### src/rtl/lane_to_fifo_bridge_if.sv
// Lane-receive byte stream and FIFO write port bundle.
// master: bridge side (consumes rx_*, drives fifo_*); slave: environment side.
interface lane_to_fifo_bridge_if;
  logic        rx_active;
  logic        rx_valid;
  logic [7:0]  rx_data;
  logic [10:0] fifo_wdata;
  logic        fifo_write;
  logic        fifo_full;

  modport master (
    input  rx_active,
    input  rx_valid,
    input  rx_data,
    input  fifo_full,
    output fifo_wdata,
    output fifo_write
  );

  modport slave (
    output rx_active,
    output rx_valid,
    output rx_data,
    output fifo_full,
    input  fifo_wdata,
    input  fifo_write
  );
endinterface

### src/rtl/lane_to_fifo_bridge.sv
// Frames lane bytes into {err,eop,sop,data} FIFO words, drops on overflow.
// Ports: clk, rst_n (sync, low), bus (master), clr_status, overflow, pkt_cnt, drop_cnt, last_len.
module lane_to_fifo_bridge #(
  parameter int LEN_WIDTH = 16,
  parameter int CNT_WIDTH = 16
) (
  input  logic                 clk,
  input  logic                 rst_n,
  lane_to_fifo_bridge_if.master bus,
  input  logic                 clr_status,
  output logic                 overflow,
  output logic [CNT_WIDTH-1:0] pkt_cnt,
  output logic [CNT_WIDTH-1:0] drop_cnt,
  output logic [LEN_WIDTH-1:0] last_len
);

  localparam logic [2:0] S_IDLE  = 3'd0;
  localparam logic [2:0] S_RECV  = 3'd1;
  localparam logic [2:0] S_TAIL  = 3'd2;
  localparam logic [2:0] S_DROP  = 3'd3;
  localparam logic [2:0] S_FLUSH = 3'd4;

  logic [2:0]           state, state_n;
  logic                 rx_active_d;
  logic [7:0]           hold_data, hold_data_n;
  logic                 hold_vld, hold_vld_n;
  logic                 hold_sop, hold_sop_n;
  logic                 sop_written, sop_written_n;
  logic [LEN_WIDTH-1:0] len, len_n, len_inc;

  logic start, fall, byte_in;
  logic wr, eop, term;
  logic pkt_inc, drop_start, drop_end, ovf_set;
  logic [1:0] drop_inc;

  function automatic logic [CNT_WIDTH-1:0] sat_add(
    input logic [CNT_WIDTH-1:0] a,
    input logic [1:0]           b
  );
    logic [CNT_WIDTH:0] s;
    s = {1'b0, a} + {{(CNT_WIDTH-1){1'b0}}, b};
    return s[CNT_WIDTH] ? '1 : s[CNT_WIDTH-1:0];
  endfunction

  assign start   = bus.rx_active & ~rx_active_d;
  assign fall    = ~bus.rx_active & rx_active_d;
  assign byte_in = bus.rx_active & bus.rx_valid;
  assign len_inc = (&len) ? len : len + LEN_WIDTH'(1);

  assign drop_inc = {1'b0, drop_start} + {1'b0, drop_end};

  // Writes are suppressed while reset is asserted so an abandoned
  // packet never leaks a word out of the hold register.
  assign bus.fifo_write = wr & rst_n;
  assign bus.fifo_wdata = term ? 11'h600
                               : {1'b0, eop, hold_sop, hold_data};

  always_comb begin
    state_n       = state;
    hold_data_n   = hold_data;
    hold_vld_n    = hold_vld;
    hold_sop_n    = hold_sop;
    sop_written_n = sop_written;
    len_n         = len;
    wr            = 1'b0;
    eop           = 1'b0;
    term          = 1'b0;
    pkt_inc       = 1'b0;
    drop_start    = 1'b0;
    drop_end      = 1'b0;
    ovf_set       = 1'b0;
    unique case (state)
      S_IDLE: begin
        if (start) begin
          state_n       = S_RECV;
          len_n         = '0;
          sop_written_n = 1'b0;
          hold_vld_n    = 1'b0;
          if (byte_in) begin
            hold_vld_n  = 1'b1;
            hold_sop_n  = 1'b1;
            hold_data_n = bus.rx_data;
            len_n       = LEN_WIDTH'(1);
          end
        end
      end
      S_RECV: begin
        if (fall) begin
          if (hold_vld) begin
            eop = 1'b1;
            wr  = ~bus.fifo_full;
            if (!bus.fifo_full) begin
              state_n    = S_IDLE;
              hold_vld_n = 1'b0;
              pkt_inc    = 1'b1;
            end else begin
              state_n = S_TAIL;
            end
          end else begin
            state_n = S_IDLE;
          end
        end else if (byte_in) begin
          if (!hold_vld) begin
            hold_vld_n  = 1'b1;
            hold_sop_n  = ~sop_written;
            hold_data_n = bus.rx_data;
            len_n       = len_inc;
          end else if (!bus.fifo_full) begin
            wr = 1'b1;
            if (hold_sop) sop_written_n = 1'b1;
            hold_sop_n  = 1'b0;
            hold_data_n = bus.rx_data;
            len_n       = len_inc;
          end else begin
            ovf_set    = 1'b1;
            state_n    = S_DROP;
            hold_vld_n = 1'b0;
          end
        end
      end
      S_TAIL: begin
        eop        = 1'b1;
        wr         = ~bus.fifo_full;
        drop_start = start;
        if (!bus.fifo_full) begin
          state_n    = S_IDLE;
          hold_vld_n = 1'b0;
          pkt_inc    = 1'b1;
        end
      end
      S_DROP: begin
        if (fall) begin
          // Only terminate in the FIFO if the consumer saw a sop.
          if (sop_written) begin
            state_n = S_FLUSH;
          end else begin
            state_n  = S_IDLE;
            drop_end = 1'b1;
          end
        end
      end
      S_FLUSH: begin
        term       = 1'b1;
        wr         = ~bus.fifo_full;
        drop_start = start;
        if (!bus.fifo_full) begin
          state_n  = S_IDLE;
          drop_end = 1'b1;
        end
      end
      default: state_n = S_IDLE;
    endcase
  end

  // Tracks the lane even through reset, so a packet already in
  // flight at release is not mistaken for a fresh start.
  always_ff @(posedge clk) begin
    rx_active_d <= bus.rx_active;
  end

  always_ff @(posedge clk) begin
    if (!rst_n) begin
      state       <= S_IDLE;
      hold_data   <= '0;
      hold_vld    <= 1'b0;
      hold_sop    <= 1'b0;
      sop_written <= 1'b0;
      len         <= '0;
    end else begin
      state       <= state_n;
      hold_data   <= hold_data_n;
      hold_vld    <= hold_vld_n;
      hold_sop    <= hold_sop_n;
      sop_written <= sop_written_n;
      len         <= len_n;
    end
  end

  always_ff @(posedge clk) begin
    if (!rst_n) begin
      overflow <= 1'b0;
      pkt_cnt  <= '0;
      drop_cnt <= '0;
      last_len <= '0;
    end else begin
      if (pkt_inc) last_len <= len;
      if (clr_status) begin
        overflow <= 1'b0;
        pkt_cnt  <= '0;
        drop_cnt <= '0;
      end else begin
        if (ovf_set) overflow <= 1'b1;
        pkt_cnt  <= sat_add(pkt_cnt, {1'b0, pkt_inc});
        drop_cnt <= sat_add(drop_cnt, drop_inc);
      end
    end
  end

endmodule
### src/flat_wrapper.sv
// flat-port wrapper written by rule: the top's interface ports become plain ports
module lane_to_fifo_bridge_flat 
#(
  parameter int LEN_WIDTH = 16,
  parameter int CNT_WIDTH = 16
)
  (clk, rst_n, clr_status, overflow, pkt_cnt, drop_cnt, last_len, bus_rx_active, bus_rx_valid, bus_rx_data, bus_fifo_full, bus_fifo_wdata, bus_fifo_write);
  lane_to_fifo_bridge_if bus_i ();
  input  logic clk;
  input  logic rst_n;
  input  logic clr_status;
  output logic overflow;
  output logic [CNT_WIDTH-1:0] pkt_cnt;
  output logic [CNT_WIDTH-1:0] drop_cnt;
  output logic [LEN_WIDTH-1:0] last_len;
  input wire logic [$bits(bus_i.rx_active)-1:0] bus_rx_active;
  input wire logic [$bits(bus_i.rx_valid)-1:0] bus_rx_valid;
  input wire logic [$bits(bus_i.rx_data)-1:0] bus_rx_data;
  input wire logic [$bits(bus_i.fifo_full)-1:0] bus_fifo_full;
  output wire logic [$bits(bus_i.fifo_wdata)-1:0] bus_fifo_wdata;
  output wire logic [$bits(bus_i.fifo_write)-1:0] bus_fifo_write;
  assign bus_i.rx_active = bus_rx_active;
  assign bus_i.rx_valid = bus_rx_valid;
  assign bus_i.rx_data = bus_rx_data;
  assign bus_i.fifo_full = bus_fifo_full;
  assign bus_fifo_wdata = bus_i.fifo_wdata;
  assign bus_fifo_write = bus_i.fifo_write;
  lane_to_fifo_bridge #(.LEN_WIDTH(LEN_WIDTH), .CNT_WIDTH(CNT_WIDTH)) u_core (.clk(clk), .rst_n(rst_n), .bus(bus_i), .clr_status(clr_status), .overflow(overflow), .pkt_cnt(pkt_cnt), .drop_cnt(drop_cnt), .last_len(last_len));
endmodule
### config.mk
export PLATFORM = sky130hd
export DESIGN_NAME = lane_to_fifo_bridge_flat
export DESIGN_NICKNAME = d
export VERILOG_FILES = /design/src/rtl/lane_to_fifo_bridge_if.sv /design/src/rtl/lane_to_fifo_bridge.sv /design/src/flat_wrapper.sv
export SDC_FILE = /design/constraint.sdc
export NUM_CORES = 1
export LEC_CHECK = 0
export CAP_MARGIN = 0
export CORE_MARGIN = 3
export CORE_UTILIZATION = 47
export DETAILED_ROUTE_END_ITERATION = 12
export PLACE_DENSITY = 0.82
export SLEW_MARGIN = 15
export SYNTH_ARGS = -nofsm -noshare
export SYNTH_HDL_FRONTEND = slang
export SYNTH_SLANG_ARGS = --single-unit
### constraint.sdc
create_clock -name clk -period 3.35 [get_ports clk]
set_clock_uncertainty 0.15 [all_clocks]
set_input_delay 1.005 -clock clk [delete_from_list [all_inputs] [get_ports clk]]
set_output_delay 1.005 -clock clk [all_outputs]
set_load 0.01 [all_outputs]
==> implementation parameters, run 1 <==
Parameter                              Value

Status
  Result of the run    completed

Global route
  Gr usage total    0.192
  Met3 Track Usage GR    0.0495
  GR peak layer    met2
  Via count of the first global-routing pass    3346
  Antenna violations before repair    0
  Fraction of met2 tracks used by global routing    0.336
  Leftover overflow at the end of global routing    0
  Met1 routing resource usage after global routing    0.228
  Pin count of the biggest net entering global routing    42
  Global-route wire length before repair    15200 microns

Worst setup path
  Worst setup path category    in2out
  Start of the worst register-to-register path    u_core.state[0]
  Data arrival time of the critical path    2.08 ns
  Cell type group with the largest total delay on the critical path    buffers and inverters
  Buf+Inv Stages, Crit Path    2
  Launching instance or port of the critical path    bus_rx_valid
  Nature of the critical path endpoint    output port
  Category of the worst setup path launch point    input pin
  Critical path peak fanout    2
  Critical Path Max Stage Delay    0.48 ns
  Required time of the critical path    2.19 ns
  Highest-delay cell along the critical path    sky130_fd_sc_hd__clkdlybuf4s50_1
  Cell Chain, Critical Path    clkdlybuf4s50_1, nand2_1, o21ai_0, a31oi_1, nor3_1, clkbuf_2

STA
  Minimum clock period    3.24 ns
  Final Hold Violating Endpoints    0
  Final period utilization    0.966
  Final setup violation count    0
  Fin Hold WS    0.346 ns
  Tightest Pin Transition    0.481 ns
  Setup repair after global routing missed its margin    yes
  Crit path setup slack, layout    0.115 ns
  Top achievable clock speed    0.309 GHz
  Final-report max-slew violation count    0
  Relative slew margins    0.671

Placed design
  Number of input and output port buffers inserted    74
  Final HPWL from detailed placement    6500 microns
  Setup slack after placement    -0.494 ns
  Placed Instance Area    4880 sq um
  Routability congestion estimate from global placement    0.888
  Number of placed cells counting well taps    622

Min path
  Startpoint of the tightest hold check path    u_core.hold_data[0]
  Worst min path class    reg2reg

Routing
  DR vias/cell    5.53
  Overall routed net length    9140 microns
  Number of detailed-routing iterations run before antenna repair    4
  Iter 0 DRT Violations    161
  Remaining antenna violation count after routing    0
  Wire per inst    14.3 microns
  Vias after detailed routing    3528
  Total DRC errors in the routed layout    0

CTS
  Clock Root Buffer    sky130_fd_sc_hd__clkbuf_8
  Worst-path clk slew    0.08 ns
  Clock tree from TritonCTS    built
  CTS sink count    80
  Longest Clk Path Bufs    2
  Cts bufs inserted    9
  Maximum level of the CTS H-tree    3
  Clock latency of the later-clocked register in the worst-skew pair    0.37 ns

Final layout
  Final Cell Area    5110 sq um
  Ratio of cells with drive above 1 in the final layout    0.138
  Utilization after layout    0.647
  Post-route non-filler standard cell count    638
  Antenna Cells    0
  Synth-to-layout area growth    31.0%
  # nets final    550

Synth
  Share of the synthesized area in the top cell type    0.411
  Count of state elements after synthesis    80
  Number of warnings issued by yosys    0
  Count of distinct cell types in the synthesized netlist    60
  Cell area after synthesis    3900 sq um
  Instance count of the mapped netlist    439
  Part of the Yosys area used for sequential elements    0.411
  Number of nets produced by synthesis    458
  Share of synthesized flip-flops with an asynchronous set or reset    0
  Cell taking the most area after synthesis    sky130_fd_sc_hd__dfxtp_1
  Synthesized area divided by synthesized cell count    8.88 sq um
  Dominant cells by area after synthesis    sky130_fd_sc_hd__dfxtp_1 41%, sky130_fd_sc_hd__mux2i_1 8.2%, sky130_fd_sc_hd__nor2_1 5.0%, sky130_fd_sc_hd__a21oi_1 4.2%, sky130_fd_sc_hd__xor2_1 2.7%
  Post-synth EDFFs    0
  Ys flop type    sky130_fd_sc_hd__dfxtp_1

Power and ir drop
  Worst ir drop on vdd    0.376 mV
  Power Dens Cells    408 nW/um^2
  Static leakage power    0.00198 uW

Floorplanning
  Floorplan core area    7890 sq um
  Die area    9420 sq um
  Die extent in x    97.1 microns
  Number of I/O pins    75
  Site Rows    32
  Die Y-Extent    97.1 microns
  Starting density of the core    0.494

Flow run
  Maxcap violations    0
-- timing repair --
action                                  4_1_cts  5_1_grt
endpoints found under the hold margin         0        0
setup buffers                                 0        0
gates resized for setup                       4        2
endpoints found under the setup margin        3       10
hold buffers                                  0        0
-- sequential cells by signal, indices dropped and copies added (netlist names) --
register	flops
u_core.last_len	16
u_core.len	16
u_core.drop_cnt	16
u_core.overflow	1
u_core.hold_data	8
u_core.pkt_cnt	16
u_core.rx_active_d	1
u_core.sop_written	1
u_core.hold_sop	1
u_core.state	3
u_core.hold_vld	1
-- tightest hold or removal path, delay by kind of cell, from the launching register on --
kind             cells  cell delay [ns]
and+or+nand+nor      1             0.07
muxes                1             0.06
DFF                  1             0.33
-- metal layers --
| layer | routed length, microns | part of all wire |
|---|---|---|
| met4 | 117 | 0.013 |
| met1 | 3960 | 0.43 |
| met5 | 0 | 0 |
| met3 | 511 | 0.056 |
| met2 | 4540 | 0.50 |
-- layout make-up --
class | instances | area (sq um)
fill | 673 | 2780
multi-input combinational | 323 | 2130
sequential | 80 | 1600
timing repair buffer | 105 | 966
tap | 102 | 128
clock buffer | 9 | 124
clock inverter | 7 | 105
inverter | 12 | 47.5
-- logic make-up (layout without fill, tap and decap cells) --
group	after synthesis	after routing	share of synthesized area
compound gates	86	86	0.149
simple gates	176	176	0.238
flops	80	80	0.411
buf+inv	36	133	0.0469
fa+ha+maj	5	5	0.0180
xor+xnor	22	22	0.0494
mux	34	34	0.0880
-- cells in the mapped netlist, drive strengths merged (2+ instances only) --
| cell | count |
|---|---|
| dfxtp | 80 |
| nor2 | 53 |
| a21oi | 40 |
| mux2i | 32 |
| nand2 | 28 |
| nand3 | 20 |
| buf | 13 |
| inv | 12 |
| nor2b | 12 |
| xor2 | 12 |
| clkbuf | 11 |
| xnor2 | 10 |
| and3 | 9 |
| or3 | 9 |
| nand4 | 8 |
| o22ai | 8 |
| nor3 | 7 |
| o211ai | 7 |
| o21ai | 7 |
| nand2b | 6 |
| a31oi | 5 |
| and2 | 5 |
| and4 | 5 |
| ha | 4 |
| nand3b | 4 |
| a211oi | 3 |
| and2b | 3 |
| or2 | 3 |
| a32oi | 2 |
| mux2 | 2 |
| o41ai | 2 |
-- cell usage in the layout, fill, tap and decap left out, drive strengths merged, types with 4 or more instances in the layout --
master | synthesis | routed
and2 | 5 | 5
a31oi | 5 | 5
nor3 | 7 | 7
xnor2 | 10 | 10
clkdlybuf4s50 | 0 | 71
nand3b | 4 | 4
nand3 | 20 | 20
mux2i | 32 | 32
or3 | 9 | 9
nand2 | 28 | 28
clkbuf | 11 | 10
nor2 | 53 | 53
o21ai | 7 | 7
and3 | 9 | 9
and4 | 5 | 5
buf | 13 | 31
dfxtp | 80 | 80
nor2b | 12 | 12
a21oi | 40 | 40
o211ai | 7 | 7
o22ai | 8 | 8
ha | 4 | 4
xor2 | 12 | 12
nand4 | 8 | 8
inv | 12 | 13
nand2b | 6 | 6
-- worst paths after layout --
check	to	slack [ns]	depth (start not counted)
worst max-delay path	bus_fifo_write	0.11	6
worst min-delay path	u_core.hold_data[0]	0.35	2
worst max register to register	u_core.drop_cnt[15]	0.51	9
worst min register to register	u_core.hold_data[0]	0.35	2
-- through the flow --
step | power, uW | setup TNS [ns]
final | 2090 | 0
after global routing | 2170 | -0.0225
after CTS | 2110 | 0
after detailed placement | 1300 | -10.09
after global placement | 1300 | -7.35
after floorplan | 1210 | -0.0178
-- power breakdown --
part	internal (uW)	switching [uW]
combinational	127	159
sequential	968	26.1
clock	428	377
total	1520	562
(Power assumes the default switching activity.)
==> run 2: changes to the inputs <==
--- a/config.mk
+++ b/config.mk
@@ -6,11 +6,11 @@
 export NUM_CORES = 1
 export LEC_CHECK = 0
 export CAP_MARGIN = 0
-export CORE_MARGIN = 3
+export CORE_MARGIN = 4
 export CORE_UTILIZATION = 47
 export DETAILED_ROUTE_END_ITERATION = 12
 export PLACE_DENSITY = 0.82
-export SLEW_MARGIN = 15
+export SLEW_MARGIN = 40
 export SYNTH_ARGS = -nofsm -noshare
 export SYNTH_HDL_FRONTEND = slang
 export SYNTH_SLANG_ARGS = --single-unit
==> implementation parameters, run 2 (synthesis gave the netlist of run 1 again) <==
Parameter                              Value

Status
  Result of the run    completed

Final layout
  Synth-to-layout area growth    30.2%
  Filler cell count    655 (-2.7%)
  Most common cell after layout, fill and taps aside    sky130_fd_sc_hd__dfxtp_1
  Most used cells in the layout excluding fill and tap cells    78 x sky130_fd_sc_hd__dfxtp_1, 71 x sky130_fd_sc_hd__clkdlybuf4s50_1, 51 x sky130_fd_sc_hd__nor2_1
  # nets final    548 (-0.36%)
  Antenna Cells    0 (unchanged)
  Ratio of cells with drive above 1 in the final layout    0.140 (+0.00239)

Worst setup path
  Cell Chain, Critical Path    dlygate4sd2_1, nor2b_4, a31oi_1, buf_4, mux2i_1, dlygate4sd2_1
  Nature of the critical path endpoint    output port
  Required time of the critical path    2.19 ns (about the same)
  Data arrival time of the critical path    2.11 ns (+0.03 ns)
  Cell depth of the worst flop-to-flop path    12 (+3)
  Worst setup path category    in2out
  Critical Path Max Stage Delay    0.32 ns (-0.16 ns)
  Category of the worst setup path launch point    input pin
  Most numerous cell on the critical path    sky130_fd_sc_hd__dlygate4sd2_1
  R2R Setup Slk    0.53 ns (+0.02 ns)
  Critical path peak fanout    5 (+3)
  Highest-delay cell along the critical path    sky130_fd_sc_hd__dlygate4sd2_1

STA
  Final Hold Violating Endpoints    0 (unchanged)
  Tightest Pin Transition    0.490 ns (+0.00844 ns)
  Setup repair after global routing missed its margin    no
  Crit path setup slack, layout    0.0812 ns (-0.0336 ns)
  Minimum clock period    3.27 ns (+0.0336 ns)
  Final setup violation count    0 (unchanged)
  Relative slew margins    0.665 (-0.00577)
  Top achievable clock speed    0.306 GHz (-1.0%)
  Final-report max-slew violation count    0 (unchanged)
  Fin Hold WS    0.340 ns (-0.00603 ns)
  Final period utilization    0.976 (+0.0100)

CTS
  Clock tree from TritonCTS    built
  Maximum level of the CTS H-tree    3 (unchanged)
  Setup fix buffers added after clock tree synthesis    0 (unchanged)
  Hold buffer count at cts    0 (unchanged)
  CTS sink count    80 (unchanged)
  Longest Clk Path Bufs    2 (unchanged)
  Worst-path clk slew    0.07 ns (about the same)
  Clock latency of the later-clocked register in the worst-skew pair    0.35 ns (-0.02 ns)
  Clock Root Buffer    sky130_fd_sc_hd__clkbuf_8
  Cts bufs inserted    9 (unchanged)

Power and ir drop
  Gate power share    0.142 (+0.005)
  Switching Share    0.266 (-0.00374)
  Internal power contribution    1460 uW (-4.3%)
  Sw power    528 uW (-6.1%)
  Fraction of power consumed by the clock network    0.357 (-0.029)
  Overall power consumption    1990 uW (-4.8%)
  Worst ir drop on vdd    0.237 mV (-37%)
  Power share of the sequential group    0.502 (+0.025)
  Static leakage power    0.00196 uW (-1.1%)
  Power Dens Cells    391 nW/um^2 (-4.1%)

Flow run
  Maxcap violations    0 (unchanged)

Global route
  Pin count of the biggest net entering global routing    42 (unchanged)
  Leftover overflow at the end of global routing    0 (unchanged)
  Antenna violations before repair    0 (unchanged)
  Global-route wire length before repair    15900 microns (+4.3%)
  Gr usage total    0.191 (about the same)
  Via count of the first global-routing pass    3502 (+4.7%)

Placed design
  Routability congestion estimate from global placement    0.916 (+3.2%)
  Setup slack after placement    -0.429 ns (+0.0649 ns)
  Number of input and output port buffers inserted    74 (unchanged)
  Final HPWL from detailed placement    6510 microns (about the same)

Routing
  Wire per inst    14.7 microns (+2.6%)
  DR vias/cell    5.52 (-0.23%)
  Iter 0 DRT Violations    268 (+66%)
  Overall routed net length    9340 microns (+2.3%)
  Vias after detailed routing    3509 (-0.54%)
  Remaining antenna violation count after routing    0 (unchanged)
  Number of detailed-routing iterations run before antenna repair    4 (unchanged)
  Total DRC errors in the routed layout    0 (unchanged)

Floorplanning
  Die area    9810 sq um (+4.2%)
  Die extent in x    99.1 microns (+2.1%)
  Site Rows    32 (unchanged)
  Number of I/O pins    75 (unchanged)
  Die Y-Extent    99.1 microns (+2.1%)
  Floorplan core area    7890 sq um (unchanged)
  Starting density of the core    0.494 (unchanged)

Min path
  Worst min path class    reg2reg
  Number of cells traversed by the worst hold path    2 (unchanged)
## run 2: per-layer routing
layer / track usage / part of all wire / vias to the layer above
met5: 0 / 0 / -
met1: 0.228 / 0.44 / 1653
met3: 0.0594 / 0.058 / 17
met4: 0.0567 / 0.019 / 0
met2: 0.330 / 0.48 / 102
li1: - / - / 1737
## run 2: critical path: cells and delay by family
| family | cells | cell delay [ns] |
|---|---|---|
| buffers and inverters | 3 | 0.77 |
| AOI/OAI and AO/OA | 1 | 0.23 |
| and+or+nand+nor | 1 | 0.06 |
| muxes | 1 | 0.05 |
## run 2: area by class of cell
| type | instances | area, sq um | area share |
|---|---|---|---|
| multi-input cells | 323 | 2150 | 0.423 |
| flip-flops and latches | 80 | 1600 | 0.316 |
| repair buffers | 103 | 951 | 0.187 |
| clock buffers | 11 | 141 | 0.0279 |
| well taps | 102 | 128 | 0.0252 |
| clock inverters | 5 | 56.3 | 0.0111 |
| inverters | 12 | 47.5 | 0.00937 |
## run 2: worst paths after layout
check,start,end
max,bus_rx_active,bus_fifo_wdata[9]
min,u_core.overflow,u_core.overflow
max reg2reg,u_core.state[2],u_core.drop_cnt[14]
min reg2reg,u_core.overflow,u_core.overflow
## run 2: power by group through the flow
stage	Combinational (uW)	Sequential [uW]	Clock, uW
global route	308	1000	773
detailed placement	280	1020	0
CTS	281	995	725
global placement	275	1020	0
floorplan	213	1000	0
finish	281	996	708
## run 2: timing repair
item	4_1_cts	5_1_grt
gates resized for setup	3	7
endpoints found under the setup margin	15	13
pin swaps	0	0
## run 2: through the flow
step                      TNS [ns]  utilization  instance area [sq um]  instances
final                            0        0.643                   5070        636
after global routing             0        0.643                   5070        636
after CTS                        0        0.642                   5060        636
after detailed placement    -10.27        0.617                   4870        620
after global placement       -7.51        0.617                   4870        620
after floorplan            -0.0178            -                   3940        439
